`config.mk`:
```
export PLATFORM = sky130hd
export DESIGN_NAME = eucl_core
export DESIGN_NICKNAME = d
export VERILOG_FILES = /design/src/rtl/eucl_pkg.sv /design/src/rtl/eucl_regfile.sv /design/src/rtl/eucl_core.sv
export SDC_FILE = /design/constraint.sdc
export NUM_CORES = 1
export LEC_CHECK = 0
export ABC_AREA = 1
export BUFFER_PORTS_ARGS = -buffer_cell sky130_fd_sc_hd__buf_4
export CAP_MARGIN = 20
export CORE_AREA = 4 4 111 123
export DETAILED_ROUTE_END_ITERATION = 7
export DIE_AREA = 0 0 115 127
export PLACE_DENSITY = 0.74
export RECOVER_POWER = 25
export SLEW_MARGIN = 15
export SYNTH_ARGS = -nofsm -noshare
export SYNTH_HDL_FRONTEND = slang
export SYNTH_SLANG_ARGS = --single-unit
```
`constraint.sdc`:
```
create_clock -name clock -period 3.1 [get_ports clock]
set_input_delay 0.31 -clock clock [delete_from_list [all_inputs] [get_ports clock]]
set_output_delay 0.31 -clock clock [all_outputs]
set_load 0.005 [all_outputs]
```
`src/rtl/eucl_pkg.sv`:
```
// Shared constants, instruction field positions and FSM state type for eucl_core.
package eucl_pkg;

  localparam int DW   = 8;
  localparam int PCW  = 4;
  localparam int NREG = 8;
  localparam int RAW  = 3;
  localparam int IW   = 21;

  localparam logic [3:0] OP_NOP = 4'b0000;
  localparam logic [3:0] OP_MOV = 4'b0001;
  localparam logic [3:0] OP_LDI = 4'b0010;
  localparam logic [3:0] OP_GCD = 4'b0011;
  localparam logic [3:0] OP_ADD = 4'b0100;
  localparam logic [3:0] OP_SUB = 4'b0101;
  localparam logic [3:0] OP_MOD = 4'b0111;
  localparam logic [3:0] OP_OUT = 4'b1010;

  localparam int IMM_MSB = 20;
  localparam int IMM_LSB = 13;
  localparam int RA_MSB  = 12;
  localparam int RA_LSB  = 10;
  localparam int RB_MSB  = 9;
  localparam int RB_LSB  = 7;
  localparam int RD_MSB  = 6;
  localparam int RD_LSB  = 4;
  localparam int OP_MSB  = 3;
  localparam int OP_LSB  = 0;

  typedef enum logic {IDLE = 1'b0, BUSY = 1'b1} state_t;

endpackage

```
`src/rtl/eucl_regfile.sv`:
```
// 8x8 register file: two asynchronous read ports, one synchronous write port.
module eucl_regfile
  import eucl_pkg::*;
(
  input  logic           clock,
  input  logic           reset,
  input  logic [RAW-1:0] addr_a,
  input  logic [RAW-1:0] addr_b,
  output logic [DW-1:0]  data_a,
  output logic [DW-1:0]  data_b,
  input  logic           we,
  input  logic [RAW-1:0] addr_w,
  input  logic [DW-1:0]  data_w
);

  logic [DW-1:0] mem [NREG];

  // Clear every register on reset, otherwise perform the single write.
  always_ff @(posedge clock) begin
    if (reset) begin
      for (int i = 0; i < NREG; i++) mem[i] <= '0;
    end else if (we) begin
      mem[addr_w] <= data_w;
    end
  end

  assign data_a = mem[addr_a];
  assign data_b = mem[addr_b];

endmodule

```
`src/rtl/eucl_core.sv`:
```
// Single-issue 8-bit datapath with iterative GCD and MOD that stall the PC.
// Handshake: none; the PC is the only flow control. While BUSY, p_c_out
// returns p_c so the fetch loop re-presents the same instruction.
module eucl_core
  import eucl_pkg::*;
(
  input  logic            clock,
  input  logic            reset,
  input  logic [IW-1:0]   pm_cont,
  input  logic [PCW-1:0]  p_c,
  output logic [PCW-1:0]  p_c_out,
  output logic [DW-1:0]   dataout,
  output state_t          fsm_state
);

  logic [DW-1:0]  imm;
  logic [RAW-1:0] ra, rb, rd;
  logic [3:0]     op;

  assign imm = pm_cont[IMM_MSB:IMM_LSB];
  assign ra  = pm_cont[RA_MSB:RA_LSB];
  assign rb  = pm_cont[RB_MSB:RB_LSB];
  assign rd  = pm_cont[RD_MSB:RD_LSB];
  assign op  = pm_cont[OP_MSB:OP_LSB];

  state_t         state_q, state_d;
  logic [DW-1:0]  a_q, b_q, a_nx, b_nx, res;
  logic [RAW-1:0] rd_q;
  logic [3:0]     op_q;
  logic           fin;

  logic [DW-1:0]  data_a, data_b, wd;
  logic [RAW-1:0] wa;
  logic           we, load, out_en;
  logic [PCW-1:0] pc_next;

  eucl_regfile u_regfile (
    .clock  (clock),
    .reset  (reset),
    .addr_a (ra),
    .addr_b (rb),
    .data_a (data_a),
    .data_b (data_b),
    .we     (we),
    .addr_w (wa),
    .data_w (wd)
  );

  assign fsm_state = state_q;

  // One iteration step of the latched GCD or MOD operation.
  always_comb begin
    fin  = 1'b0;
    res  = a_q;
    a_nx = a_q;
    b_nx = b_q;
    if (op_q == OP_GCD) begin
      if ((a_q == b_q) || (a_q == '0) || (b_q == '0)) begin
        fin = 1'b1;
        res = a_q | b_q;
      end else if (a_q > b_q) begin
        a_nx = a_q - b_q;
      end else begin
        b_nx = b_q - a_q;
      end
    end else begin
      if ((b_q == '0) || (a_q < b_q)) begin
        fin = 1'b1;
      end else begin
        a_nx = a_q - b_q;
      end
    end
  end

  // State register.
  always_ff @(posedge clock) begin
    if (reset) state_q <= IDLE;
    else       state_q <= state_d;
  end

  // Next-state: enter BUSY on an iterative op, leave when the step finishes.
  always_comb begin
    state_d = state_q;
    case (state_q)
      IDLE:    if ((op == OP_GCD) || (op == OP_MOD)) state_d = BUSY;
      BUSY:    if (fin) state_d = IDLE;
      default: state_d = IDLE;
    endcase
  end

  // Outputs: register-file write, operand latch, OUT enable and next PC.
  always_comb begin
    we      = 1'b0;
    wa      = rd;
    wd      = '0;
    load    = 1'b0;
    out_en  = 1'b0;
    pc_next = p_c + PCW'(1);
    case (state_q)
      IDLE: begin
        case (op)
          OP_MOV: begin we = 1'b1; wd = data_a; end
          OP_LDI: begin we = 1'b1; wa = ra; wd = imm; end
          OP_ADD: begin we = 1'b1; wd = data_a + data_b; end
          OP_SUB: begin we = 1'b1; wd = data_a - data_b; end
          OP_GCD, OP_MOD: begin load = 1'b1; pc_next = p_c; end
          OP_OUT: out_en = 1'b1;
          default: ;
        endcase
      end
      BUSY: begin
        if (fin) begin
          we = 1'b1;
          wa = rd_q;
          wd = res;
        end else begin
          pc_next = p_c;
        end
      end
      default: ;
    endcase
  end

  // PC, output port and iteration operand registers.
  always_ff @(posedge clock) begin
    if (reset) begin
      p_c_out <= '0;
      dataout <= '0;
      a_q     <= '0;
      b_q     <= '0;
      rd_q    <= '0;
      op_q    <= OP_NOP;
    end else begin
      p_c_out <= pc_next;
      if (out_en) dataout <= data_a;
      if (load) begin
        a_q  <= data_a;
        b_q  <= data_b;
        rd_q <= rd;
        op_q <= op;
      end else if (state_q == BUSY) begin
        a_q <= a_nx;
        b_q <= b_nx;
      end
    end
  end

endmodule

```
* Word-level counts from Yosys, hierarchy flattened *
Memory sizes are Yosys's and may differ from the RTL's.
Cells that the tools add are included.

storage, ports and cells
  bits in read-only memories = 0
  output and inout bits = 13
  input bits = 27
  memories = 1
  memory bits (writable) = 64
  register bits after elaboration = 36
  bits in latches = 0

operators by class
  $lt $le $gt $ge = 2
  multiply operators = 0
  equality and inequality tests = 14
  add/subtract/negate cells = 5
  divide/modulo/power cells = 0
  reduce and logical (&&, ||, !) cells = 13
  mux-type cells = 43
  shift operators = 0
  bitwise logic cells = 2

memories
  memory         depth  width  read ports  clocked after Yosys merged registers in  write ports  RTL line            RTL
  u_regfile.mem  8      8      2           0                                        8            eucl_regfile.sv:16  logic [DW-1:0] mem [NREG];

operators by type and width
  operator                                              count
  two-way mux 8 bit                                     15
  one-hot mux 8 bit (4 select lines)                    1
  subtractor 8 bit                                      3
  two-way mux 1 bit                                     17
  zero test 8 bit                                       2
  one-hot mux 8 bit (2 select lines)                    1
  equality test 4 x 2 -> 1 bit (second input constant)  3
  equality test 4 x 3 -> 1 bit (second input constant)  3
  two-way mux 3 bit                                     3
  adder 8 bit                                           1
  equality test 8 bit                                   1
  > comparator 8 bit                                    1
  < comparator 8 bit                                    1
  two-way mux 4 bit                                     2
  OR 8 bit                                              1
  one-hot mux 4 bit (2 select lines)                    1
  AND reduction 4 bit                                   2
  OR reduction 8 bit                                    1
  inequality test 3 bit (second input constant)         2
  one-hot mux 3 bit (2 select lines)                    1
  adder 4 x 1 -> 4 bit (second input constant)          1
  equality test 4 x 1 -> 1 bit (second input constant)  1
  equality test 4 bit (second input constant)           1
  logical OR 1 bit                                      4
  other kinds (7)                                       10

* Logic depth before layout (Yosys ltp) *
Gate-level depths: netlist of the first run.

  word-level depth = 12
  gate-level depth with buffers = 23
  depth with buffers taken out = 21

* Hierarchy *
Synthesis of the first run repeated with hierarchy kept, for this count alone.

unflattened totals
  cells, all modules = 1067
  area total of the unflattened synthesis = 7324.5 um2

by module, submodules not included
  module        area each (um2)  times used  sequential area each (um2)  cells an instance
  eucl_regfile  3888.7           1           1921.8                      528
  eucl_core     3435.8           1           720.7                       539

* Least setup slack after synthesis of the first run *
Ideal clock, no wire load.

  path kind = input to register
  from = input pm_cont[8]
  to = memory u_regfile.mem[0][6] (data pin)
  arrival = 3072 ps
  setup slack = -243 ps
  data required time = 2829 ps
  path buffers = 2
  stages on the path = 21
  path through = buf_4 inv_1 buf_4 o211ai_1 nand3_1 nand2_1 ha_1 o21ai_0 inv_1 fa_1 nor2_1 o21ai_0 nand2_1 nand2_1 nand2_1 a21oi_1 xnor2_1 a21oi_1 nor2_1 a21oi_1 nor2_1

RTL lines
  what                RTL line            RTL
  start: declaration  eucl_core.sv:9      input logic [IW-1:0] pm_cont,
  end: declaration    eucl_regfile.sv:16

==> results of run 1 <==
==> kinds of logic after synthesis <==
family | Yosys count | share of synthesized area, %
simple gates | 372 | 25.4
compound gates | 220 | 17.8
buf+inv | 168 | 9.95
flops | 100 | 38.7
fa+ha+maj | 35 | 6.74
xor+xnor | 11 | 1.41
==> Yosys cell counts, drive strengths merged (4+ instances only) <==
master / instances / share of area (%)
nand2: 189 / 12
inv: 131 / 7.2
nor2: 100 / 6.2
o21ai: 95 / 7.0
a21oi: 90 / 6.8
nand3: 66 / 5.2
edfxtp: 64 / 28
dfxtp: 36 / 11
ha: 32 / 5.9
buf: 24 / 2.0
clkbuf: 12 / 0.66
o211ai: 8 / 0.95
xor2: 8 / 1.0
nor4: 7 / 1.0
a31oi: 5 / 0.46
a221oi: 4 / 0.51
nor3: 4 / 0.29
==> power by group <==
group	internal, mW	switching [mW]
clock network	0.578	0.517
logic	0.538	0.783
registers	1.48	0.0450
==> metrics by stage <==
stage | TNS [ps] | instances | util, % | setup WS [ps]
2_1_floorplan | 0 | 906 | - | 0.480
3_5_place_dp | -6480 | 1166 | 63.8 | -339
5_1_grt | -15870 | 1188 | 67.6 | -228
6_report | -390 | 1188 | 67.6 | -49.3
4_1_cts | -283 | 1185 | 66.8 | -22.3
3_3_place_gp | -5830 | 1166 | 63.8 | -319
==> per-layer routing <==
layer,part of all wire (%),global-route usage [%]
met2,44,43.2
met5,0,0
met3,11,5.07
met1,42,42.9
met4,3.3,10.9
==> worst max-delay path: stages (launching register included) <==
cell and delay (ps):
sky130_fd_sc_hd__edfxtp_1 460, sky130_fd_sc_hd__nor2_1 120, sky130_fd_sc_hd__nor2_1 40, sky130_fd_sc_hd__o21ai_1 70
sky130_fd_sc_hd__nand3_1 100, sky130_fd_sc_hd__nand2_2 120, sky130_fd_sc_hd__ha_4 210, sky130_fd_sc_hd__o21ai_4 140
sky130_fd_sc_hd__inv_2 60, sky130_fd_sc_hd__fa_2 370, sky130_fd_sc_hd__nor2_2 110, sky130_fd_sc_hd__o21ai_1 70
sky130_fd_sc_hd__nand2_1 90, sky130_fd_sc_hd__nand2_1 80, sky130_fd_sc_hd__nand2_1 80, sky130_fd_sc_hd__a21oi_2 70
sky130_fd_sc_hd__xnor2_2 160, sky130_fd_sc_hd__a21oi_2 180, sky130_fd_sc_hd__nor2_1 70, sky130_fd_sc_hd__a21oi_2 110
sky130_fd_sc_hd__buf_6 150, sky130_fd_sc_hd__nor2_1 50
==> worst paths after layout <==
path                       start                   to  slack, ps  cells after the start
max          u_regfile.mem[2][0]  u_regfile.mem[2][6]        -50                     21
min                       p_c[3]           p_c_out[3]        210                      3
max reg2reg  u_regfile.mem[2][0]  u_regfile.mem[2][6]        -50                     21
min reg2reg              op_q[3]              op_q[3]        460                      2
==> final cells by class <==
cell class | count | area [um^2]
fill | 1075 | 4040
multi-input combinational | 638 | 3670
sequential | 100 | 2640
timing repair buffer | 145 | 1150
inverter | 132 | 498
clock buffer | 11 | 243
tap | 157 | 196
clock inverter | 5 | 42.5
==> flip-flops by register name (all words and copies together) (netlist names) <==
signal	cells
u_regfile.mem	64
a_q	8
b_q	8
dataout	8
op_q	4
p_c_out	4
rd_q	3
fsm_state	1
==> timing repair <==
item	in CTS	in global routing
gates resized for setup	23	34
setup buffers	3	3
endpoints found under the setup margin	24	99
pin swaps	21	19
==> impl_results.md, run 1 <==
- TritonCTS clock tree: yes
- Maximum root-to-sink buffer count: 2
- Inserted Diodes: 0
- Post-route fraction of the period consumed by the critical path: 102%
- Final wirelength: 21,100 um
- Result of the run: complete, but fails checks
- Worst min path class: primary input to register
- Via count of the first global-routing pass: 6,325
- Pwr Density: 467 mW/mm^2
- Placer Congestion: 0.985
- Layout Skew: 11.8 ps
- CP Max Fanout: 8
- Number of remaining DRC errors: 0
- Total of warnings raised by yosys: 0
- Total GRT Usage: 29.2%
- Root buffer cell: sky130_fd_sc_hd__clkbuf_16
- Area of the mapped netlist: 0.00683 mm^2
- Length of the first detailed-routing pass in iterations: 5
- Sink count of the clock tree: 100
- Static leakage: 3.81 nW
- Via density per instance: 5.70
- Number of failing setup endpoints in the final timing report: 18
- Kind of end point of the critical path: register
- Commonest cells after routing, fill and taps aside: sky130_fd_sc_hd__nand2_1, sky130_fd_sc_hd__buf_4, sky130_fd_sc_hd__inv_1
- Count of routing violations after the opening detailed-route iteration: 854
- Vias after detailed routing: 6,775
- Flops & latches, synth: 100
- Antenna violations before repair: 0
- Number of nets in the final layout: 1,088
- Gate Count Post-Synth: 906
- Distinct cell type count after synthesis: 51
- Required time worst endpoint: 3200 ps
- Number of buffers inserted during clock tree synthesis: 9
- IR drop worst, VDD: 0.000353 V
- Number of nets in the synthesized netlist: 968
- Io pins: 40
- Y dimension of the die: 127 um
- Proportion of register bits with asynchronous set or reset after synthesis: 0%
- Crit path arrival time: 3250 ps
- Clock latency of the later-clocked register in the worst-skew pair: 350 ps
- Max Clk Rate: 318 MHz
- Standard-cell row count: 43
- Setup repair after global routing missed its margin: yes
- Actual transition at the worst max-transition pin: 1100 ps
- Die X: 115 um
- Relative slew slack: 26.4%
- Effective utilization at floorplan: 54.7%
- Total half-perimeter wirelength after legalization and detailed placement: 15,900 um
- Commonest non-fill, non-tap cell in the layout: sky130_fd_sc_hd__nand2_1
- Number of flops mapped to enable cells by yosys: 64
- Design area: 0.00844 mm^2
- IO Port Bufs: 39
- Worst path setup slack after routing: -49.3 ps
- Overall overflow remaining after global route: 0
- Pin count of the biggest net entering global routing: 28
- Post-detailed-placement cell area: 0.00797 mm^2
- Remaining antenna violation count: 0
- Share of post-route cells with drive strength above 1: 23.3%
- Overall power: 3.94 mW
- Core area: 0.0125 mm^2
- First-pass GRT wire length: 33,100 um
- Tmin final: 3150 ps
- Number of hold violations in the final report: 0
- Slew Limit Fails: 0
- Htree depth: 3
- Number of hold buffers added after CTS: 0
- Classification of the worst setup path: register to register
- Worst hold margin: 211 ps
- Violations in the final reports: setup timing
- Die area: 0.0146 mm^2
- Sequential fraction of the synthesis area: 38.7%
- Routed length per instance: 17.8 um
- Mean post-synth cell area: 7.54 um^2
- Max_cap viols: 0
- Area growth syn-to-layout: 23.6%
- Clock slew at reported path FFs: 70 ps
- Crit path launch type: register
- Commonest register cell after synthesis: sky130_fd_sc_hd__edfxtp_1
Note: power is estimated with default switching activity, not from simulation.
==> run 2: changes to the inputs <==
==> config.mk (replaced) <==
export PLATFORM = sky130hd
export DESIGN_NAME = eucl_core
export DESIGN_NICKNAME = d
export VERILOG_FILES = /design/src/rtl/eucl_pkg.sv /design/src/rtl/eucl_regfile.sv /design/src/rtl/eucl_core.sv
export SDC_FILE = /design/constraint.sdc
export NUM_CORES = 1
export LEC_CHECK = 0
export BUFFER_PORTS_ARGS = -buffer_cell sky130_fd_sc_hd__buf_4
export CAP_MARGIN = 20
export CORE_AREA = 4 4 107 119
export DETAILED_ROUTE_END_ITERATION = 7
export DIE_AREA = 0 0 111 123
export PLACE_DENSITY = 0.75
export RECOVER_POWER = 25
export SLEW_MARGIN = 20
export SYNTH_ARGS = -nofsm -noshare
export SYNTH_HDL_FRONTEND = slang
export SYNTH_SLANG_ARGS = --single-unit
==> impl_results.md, run 2 <==
- Die area: 0.0137 mm^2
- Final TNS setup: -9460 ps
- Relative slew slack: 23.2%
- Overall overflow remaining after global route: 0
- Length of the first detailed-routing pass in iterations: 5
- Mean post-synth cell area: 10.4 um^2
- Gate Count Post-Synth: 616
- Classification of the worst setup path: register to register
- Top delay family on crit path: multiplexers
- Result of the run: complete, but fails checks
- Layout Skew: 7.89 ps
- Clock latency of the later-clocked register in the worst-skew pair: 350 ps
- Pin count of the biggest net entering global routing: 48
- Library cell contributing the largest single delay on the critical path: sky130_fd_sc_hd__mux4_2
- First-pass GRT wire length: 27,900 um
- Flops & latches, synth: 100
- Number of nets in the final layout: 793
- Number of buffers inserted during clock tree synthesis: 9
- CP Max Fanout: 8
- Biggest area contributors in the synthesized netlist: sky130_fd_sc_hd__edfxtp_1, sky130_fd_sc_hd__dfxtp_1, sky130_fd_sc_hd__mux4_2, sky130_fd_sc_hd__nor2_1, sky130_fd_sc_hd__ha_1
- Proportion of register bits with asynchronous set or reset after synthesis: 0%
- TritonCTS clock tree: yes
- Total half-perimeter wirelength after legalization and detailed placement: 13,700 um
- Final wirelength: 18,200 um
- Chain of cells forming the critical path: buf_4 > buf_4 > mux4_2 > mux2i_1 > ha_1 > fa_2 > nor2b_1 > o21ai_1 > nand2b_1 > a21o_1 > a21oi_2 > xor2_1 > o31a_1 > buf_6 > nor2_1
- Effective utilization at floorplan: 55.8%
- Via count of the first global-routing pass: 5,424
- Pwr Density: 487 mW/mm^2
- Share of post-route cells with drive strength above 1: 37.5%
- Instance count along the most critical hold path: 3
- Standard-cell row count: 41
- Core area: 0.0114 mm^2
- Max Clk Rate: 289 MHz
- Actual transition at the worst max-transition pin: 1150 ps
- IR drop worst, VDD: 0.000330 V
- Final core area utilization: 72.4%
- Setup repair after global routing missed its margin: yes
- Pre-CTS worst setup slack: -346 ps
- Commonest non-fill, non-tap cell in the layout: sky130_fd_sc_hd__buf_4
- Static leakage: 3.11 nW
- Antenna violations before repair: 0
- Area leader, netlist: sky130_fd_sc_hd__edfxtp_1
- Sink count of the clock tree: 100
- Number of hold violations in the final report: 0
- Distinct cell type count after synthesis: 66
- Number of flops mapped to enable cells by yosys: 64
- Worst min path class: primary input to register
- Flip-flop count of the largest register, all copies and words added: 64
- Number of nets in the synthesized netlist: 678
- Tmin final: 3460 ps
- Area fraction of the dominant cell type after synthesis: 30.1%
- Max_cap viols: 0
- Number of failing setup endpoints in the final timing report: 48
- IO Port Bufs: 39
- Io pins: 40
- Required time worst endpoint: 3210 ps
- Sequential fraction of the synthesis area: 41.4%
- Post-Synth Adder-Cell Area: 7.22%
- Mux cell area share after synthesis: 14.2%
- Post-route fraction of the period consumed by the critical path: 112%
- Slew Limit Fails: 0
- Worst path setup slack after routing: -362 ps
- Fraction of the mapped netlist area in compound gates: 13.3%
- Area growth syn-to-layout: 29.8%
- Post-Synth Simple-Gate Area: 16.0%
- Critical Path Stages: 15
- Violations in the final reports: setup timing
- Routed length per instance: 20.5 um
- Commonest cells after routing, fill and taps aside: sky130_fd_sc_hd__buf_4, sky130_fd_sc_hd__nor2_1, sky130_fd_sc_hd__edfxtp_1
- Dominant combinational cell family by area after synthesis: simple AND/OR/NAND/NOR gates
- Root buffer cell: sky130_fd_sc_hd__clkbuf_16
- Number of hold buffers added after CTS: 0
- Register name with the most flops: u_regfile.mem
- Via density per instance: 6.07
- Clock slew at reported path FFs: 70 ps
- Total GRT Usage: 26.3%
- Vias after detailed routing: 5,382
- Post-synthesis share of cell area spent on xor and xnor gates: 3.84%
- Crit path arrival time: 3570 ps
- Die X: 111 um
- Buffers & Inverters on Critical Path: 3
- Most Frequent Cell on Critical Path: sky130_fd_sc_hd__buf_4
- Total of warnings raised by yosys: 0
- Count of routing violations after the opening detailed-route iteration: 372
- Inserted Diodes: 0
- Commonest register cell after synthesis: sky130_fd_sc_hd__edfxtp_1
- Htree depth: 3
- Maximum root-to-sink buffer count: 2
- Kind of end point of the critical path: register
- Placer Congestion: 0.927
- Number of remaining DRC errors: 0
- Remaining antenna violation count: 0
- Area of the mapped netlist: 0.00638 mm^2
- Y dimension of the die: 123 um
- Most frequent cells after synthesis: sky130_fd_sc_hd__nor2_1, sky130_fd_sc_hd__edfxtp_1, sky130_fd_sc_hd__a21oi_1
- Library cell with the highest instance count after synthesis: sky130_fd_sc_hd__nor2_1
- Crit path launch type: register
- Number of cells on the worst reg-to-reg path: 15
- Slowest Stage Delay on Critical Path: 470 ps
[run 2: changes by cell type after synthesis, moves of 15 or more]
cell	previous run	this run
sky130_fd_sc_hd__nand2_1	172	34
sky130_fd_sc_hd__inv_1	122	32
sky130_fd_sc_hd__o21ai_0	90	13
sky130_fd_sc_hd__nand3_1	62	6
sky130_fd_sc_hd__a21oi_1	88	51
sky130_fd_sc_hd__mux4_2	0	30
sky130_fd_sc_hd__nor2_1	93	117
sky130_fd_sc_hd__mux2i_1	0	18
sky130_fd_sc_hd__xnor2_1	3	18
[run 2: layout make-up]
| type | instances | area (um^2) |
|---|---|---|
| repair buffers | 134 | 1090 |
| multi-input cells | 454 | 3900 |
| inverters | 32 | 120 |
| clock inverters | 7 | 105 |
| clock buffers | 9 | 225 |
| fillers | 788 | 3160 |
| well taps | 150 | 188 |
| flip-flops and latches | 100 | 2650 |
[run 2: worst paths after layout]
| kind | end | slack [ps] | startpoint |
|---|---|---|---|
| setup / recovery | u_regfile.mem[1][6] | -360 | u_regfile.mem[6][0] |
| hold / removal | p_c_out[3] | 200 | p_c[3] |
| setup reg to reg | u_regfile.mem[1][6] | -360 | u_regfile.mem[6][0] |
| hold reg to reg | op_q[1] | 490 | op_q[1] |
[run 2: routing by layer]
metal  up-vias  global-route usage [%]  routed length, um
met3        46                    3.77                844
met2       169                    50.1               9990
li1       2475                       -                  -
met4         0                    11.0                679
met5         -                       0                  0
met1      2692                    29.6               6670
[run 2: stage by stage]
stage / cells / hold WS [ps] / total power, mW / cell area [um^2]
after floorplan: 616 / 445 / 2.22 / 6470
after global placement: 863 / 456 / 2.57 / 7510
after detailed placement: 863 / 471 / 2.61 / 7510
after CTS: 881 / 201 / 3.92 / 7960
after global routing: 886 / 205 / 4.18 / 8280
final: 886 / 198 / 4.03 / 8280
[run 2: worst reg2reg max path, cell delays in order (launching register included)]
cell,delay (ps)
sky130_fd_sc_hd__edfxtp_1,420
sky130_fd_sc_hd__buf_4,160
sky130_fd_sc_hd__buf_4,120
sky130_fd_sc_hd__mux4_2,470
sky130_fd_sc_hd__mux2i_1,290
sky130_fd_sc_hd__ha_1,260
sky130_fd_sc_hd__fa_2,250
sky130_fd_sc_hd__nor2b_1,50
sky130_fd_sc_hd__o21ai_1,140
sky130_fd_sc_hd__nand2b_1,90
sky130_fd_sc_hd__a21o_1,170
sky130_fd_sc_hd__a21oi_2,150
sky130_fd_sc_hd__xor2_1,200
sky130_fd_sc_hd__o31a_1,200
sky130_fd_sc_hd__buf_6,180
sky130_fd_sc_hd__nor2_1,60
[run 2: cell families (layout without fill, tap and decap cells)]
logic type,after synthesis,count (layout)
XOR/XNOR,28,28
AND/OR/NAND/NOR,216,216
multiplexers,52,52
AO/OA/AOI/OAI,123,123
buffers and inverters,62,182
flip-flops,100,100
adder cells (fa/ha/maj),35,35
[run 2: timing repair]
action                     4_1_cts  5_1_grt
resized for setup               25       74
pin swaps                        9       35
buffers inserted                 2        6
setup endpoints to repair       64      120
[run 2: where the power goes]
part	switching [mW]	leakage (nW)	total, mW	internal (mW)
combinational	0.640	1.99	1.25	0.612
sequential	0.0401	0.957	1.51	1.47
clock	0.547	0.164	1.27	0.723
==> run 3: changes to the inputs <==
--- a/config.mk
+++ b/config.mk
@@ -10,7 +10,7 @@
 export CORE_AREA = 4 4 107 119
 export DETAILED_ROUTE_END_ITERATION = 7
 export DIE_AREA = 0 0 111 123
-export PLACE_DENSITY = 0.75
+export PLACE_DENSITY_LB_ADDON = 0.1
 export RECOVER_POWER = 25
 export SLEW_MARGIN = 20
 export SYNTH_ARGS = -nofsm -noshare
==> impl_results.md, run 3 (synthesized netlist as in run 2, its figures left out) <==
- Result of the run: complete, but fails checks
- Violations in the final reports: setup timing
- Number of failing setup endpoints in the final timing report: 32
- Io pins: 40
- Final wirelength: 17,200 um
- Die area: 0.0137 mm^2
- Post-route fraction of the period consumed by the critical path: 109%
- Pin count of the biggest net entering global routing: 48
- Crit path arrival time: 3480 ps
- Flip-flop count of the largest register, all copies and words added: 64
- Clock latency of the later-clocked register in the worst-skew pair: 350 ps
- TritonCTS clock tree: yes
- Classification of the worst setup path: register to register
- Count of routing violations after the opening detailed-route iteration: 360
- Pwr Density: 460 mW/mm^2
- Remaining antenna violation count: 0
- Tmin final: 3380 ps
- Setup repair after global routing missed its margin: yes
- Crit path launch type: register
- IO Port Bufs: 39
- Max Clk Rate: 296 MHz
- Overall power: 3.77 mW
- Antenna violations before repair: 0
- Total GRT Usage: 25.5%
- Number of buffers inserted during clock tree synthesis: 9
- Relative slew slack: 15.5%
- Root buffer cell: sky130_fd_sc_hd__clkbuf_16
- Actual transition at the worst max-transition pin: 1260 ps
- Number of hold buffers added after CTS: 0
- Pre-CTS worst setup slack: -380 ps
- Standard-cell row count: 41
- Sink count of the clock tree: 100
- Final core area utilization: 71.5%
- Effective utilization at floorplan: 55.8%
- Vias after detailed routing: 5,278
- Die X: 111 um
- Commonest non-fill, non-tap cell in the layout: sky130_fd_sc_hd__buf_4
- Max_cap viols: 0
- Via count of the first global-routing pass: 5,381
- Worst path setup slack after routing: -278 ps
- Length of the first detailed-routing pass in iterations: 5
- Area growth syn-to-layout: 28.2%
- CP Max Fanout: 8
- Maximum root-to-sink buffer count: 2
- Via density per instance: 5.92
- Placer Congestion: 0.889
- Layout Skew: 7.70 ps
- Slew Limit Fails: 0
- Number of nets in the final layout: 799
- First-pass GRT wire length: 27,200 um
- Kind of end point of the critical path: register
- Routed length per instance: 19.3 um
- Total half-perimeter wirelength after legalization and detailed placement: 13,400 um
- Y dimension of the die: 123 um
- Number of hold violations in the final report: 0
- Static leakage: 3.08 nW
- Register name with the most flops: u_regfile.mem
- Htree depth: 3
- Clock slew at reported path FFs: 70 ps
- Commonest cells after routing, fill and taps aside: sky130_fd_sc_hd__buf_4, sky130_fd_sc_hd__nor2_1, sky130_fd_sc_hd__edfxtp_1
- Core area: 0.0114 mm^2
- Overall overflow remaining after global route: 0
- Required time worst endpoint: 3200 ps
- Share of post-route cells with drive strength above 1: 34.8%
- IR drop worst, VDD: 0.000343 V
- Number of remaining DRC errors: 0
- Worst min path class: primary input to register
- Final TNS setup: -5220 ps
- Inserted Diodes: 0
## run 3: changes by cell type in the layout (fill, tap and decap cells not counted), moves of 3 or more
cell / delta
sky130_fd_sc_hd__nor2_2: -11
sky130_fd_sc_hd__buf_4: +10
sky130_fd_sc_hd__nor2_1: +9
sky130_fd_sc_hd__nor3_1: +7
sky130_fd_sc_hd__nor3_2: -7
sky130_fd_sc_hd__buf_6: -5
sky130_fd_sc_hd__clkbuf_1: +3
## run 3: critical path, cell delays in order, from the launching register on
cell and delay, ps:
sky130_fd_sc_hd__edfxtp_1 430, sky130_fd_sc_hd__mux4_2 520, sky130_fd_sc_hd__mux2i_4 190, sky130_fd_sc_hd__ha_4 230, sky130_fd_sc_hd__nor2_4 100, sky130_fd_sc_hd__a21oi_4 50
sky130_fd_sc_hd__inv_2 60, sky130_fd_sc_hd__ha_4 190, sky130_fd_sc_hd__nor2b_4 120, sky130_fd_sc_hd__o21ai_2 170, sky130_fd_sc_hd__a21oi_2 100, sky130_fd_sc_hd__o41ai_2 330
sky130_fd_sc_hd__xnor2_1 140, sky130_fd_sc_hd__a221oi_2 240, sky130_fd_sc_hd__buf_4 200, sky130_fd_sc_hd__nor3_1 60
## run 3: worst paths after layout
| check | endpoint | start | slack (ps) | cells after the start |
|---|---|---|---|---|
| setup / recovery | u_regfile.mem[5][7] | u_regfile.mem[6][1] | -280 | 15 |
| hold / removal | p_c_out[3] | p_c[3] | 210 | 3 |
| setup reg to reg | u_regfile.mem[5][7] | u_regfile.mem[6][1] | -280 | 15 |
| hold reg to reg | op_q[0] | op_q[0] | 480 | 2 |
## run 3: cell type report
cell class / instances / area [um^2]
multi-input cells: 454 / 3850
fillers: 841 / 3260
flip-flops and latches: 100 / 2650
repair buffers: 140 / 1120
clock buffers: 11 / 233
well taps: 150 / 188
inverters: 32 / 120
clock inverters: 5 / 33.8
## run 3: what timing repair did
item                       in CTS  in global routing
setup endpoints to repair      63                120
setup buffers                   3                  3
gates resized for setup        15                 62
pin swaps                       6                 27
## run 3: routing by layer
layer,track usage [%],vias to the layer above,share of wire (%)
li1,-,2493,-
met5,0,-,0
met3,2.99,37,3.8
met4,12.9,0,3.8
met2,46.5,148,54
met1,29.9,2600,39
## run 3: report_power, final
part / internal [mW] / switching, mW
clock: 0.546 / 0.502
sequential: 1.47 / 0.0370
combinational: 0.595 / 0.615
total: 2.61 / 1.15
## run 3: per-stage QoR
stage	hold slack, ps	cell area (um^2)	std cells
6_report	207	8180	892
2_1_floorplan	445	6470	616
5_1_grt	220	8180	892
3_3_place_gp	457	7570	871
4_1_cts	203	7920	890
3_5_place_dp	468	7570	871
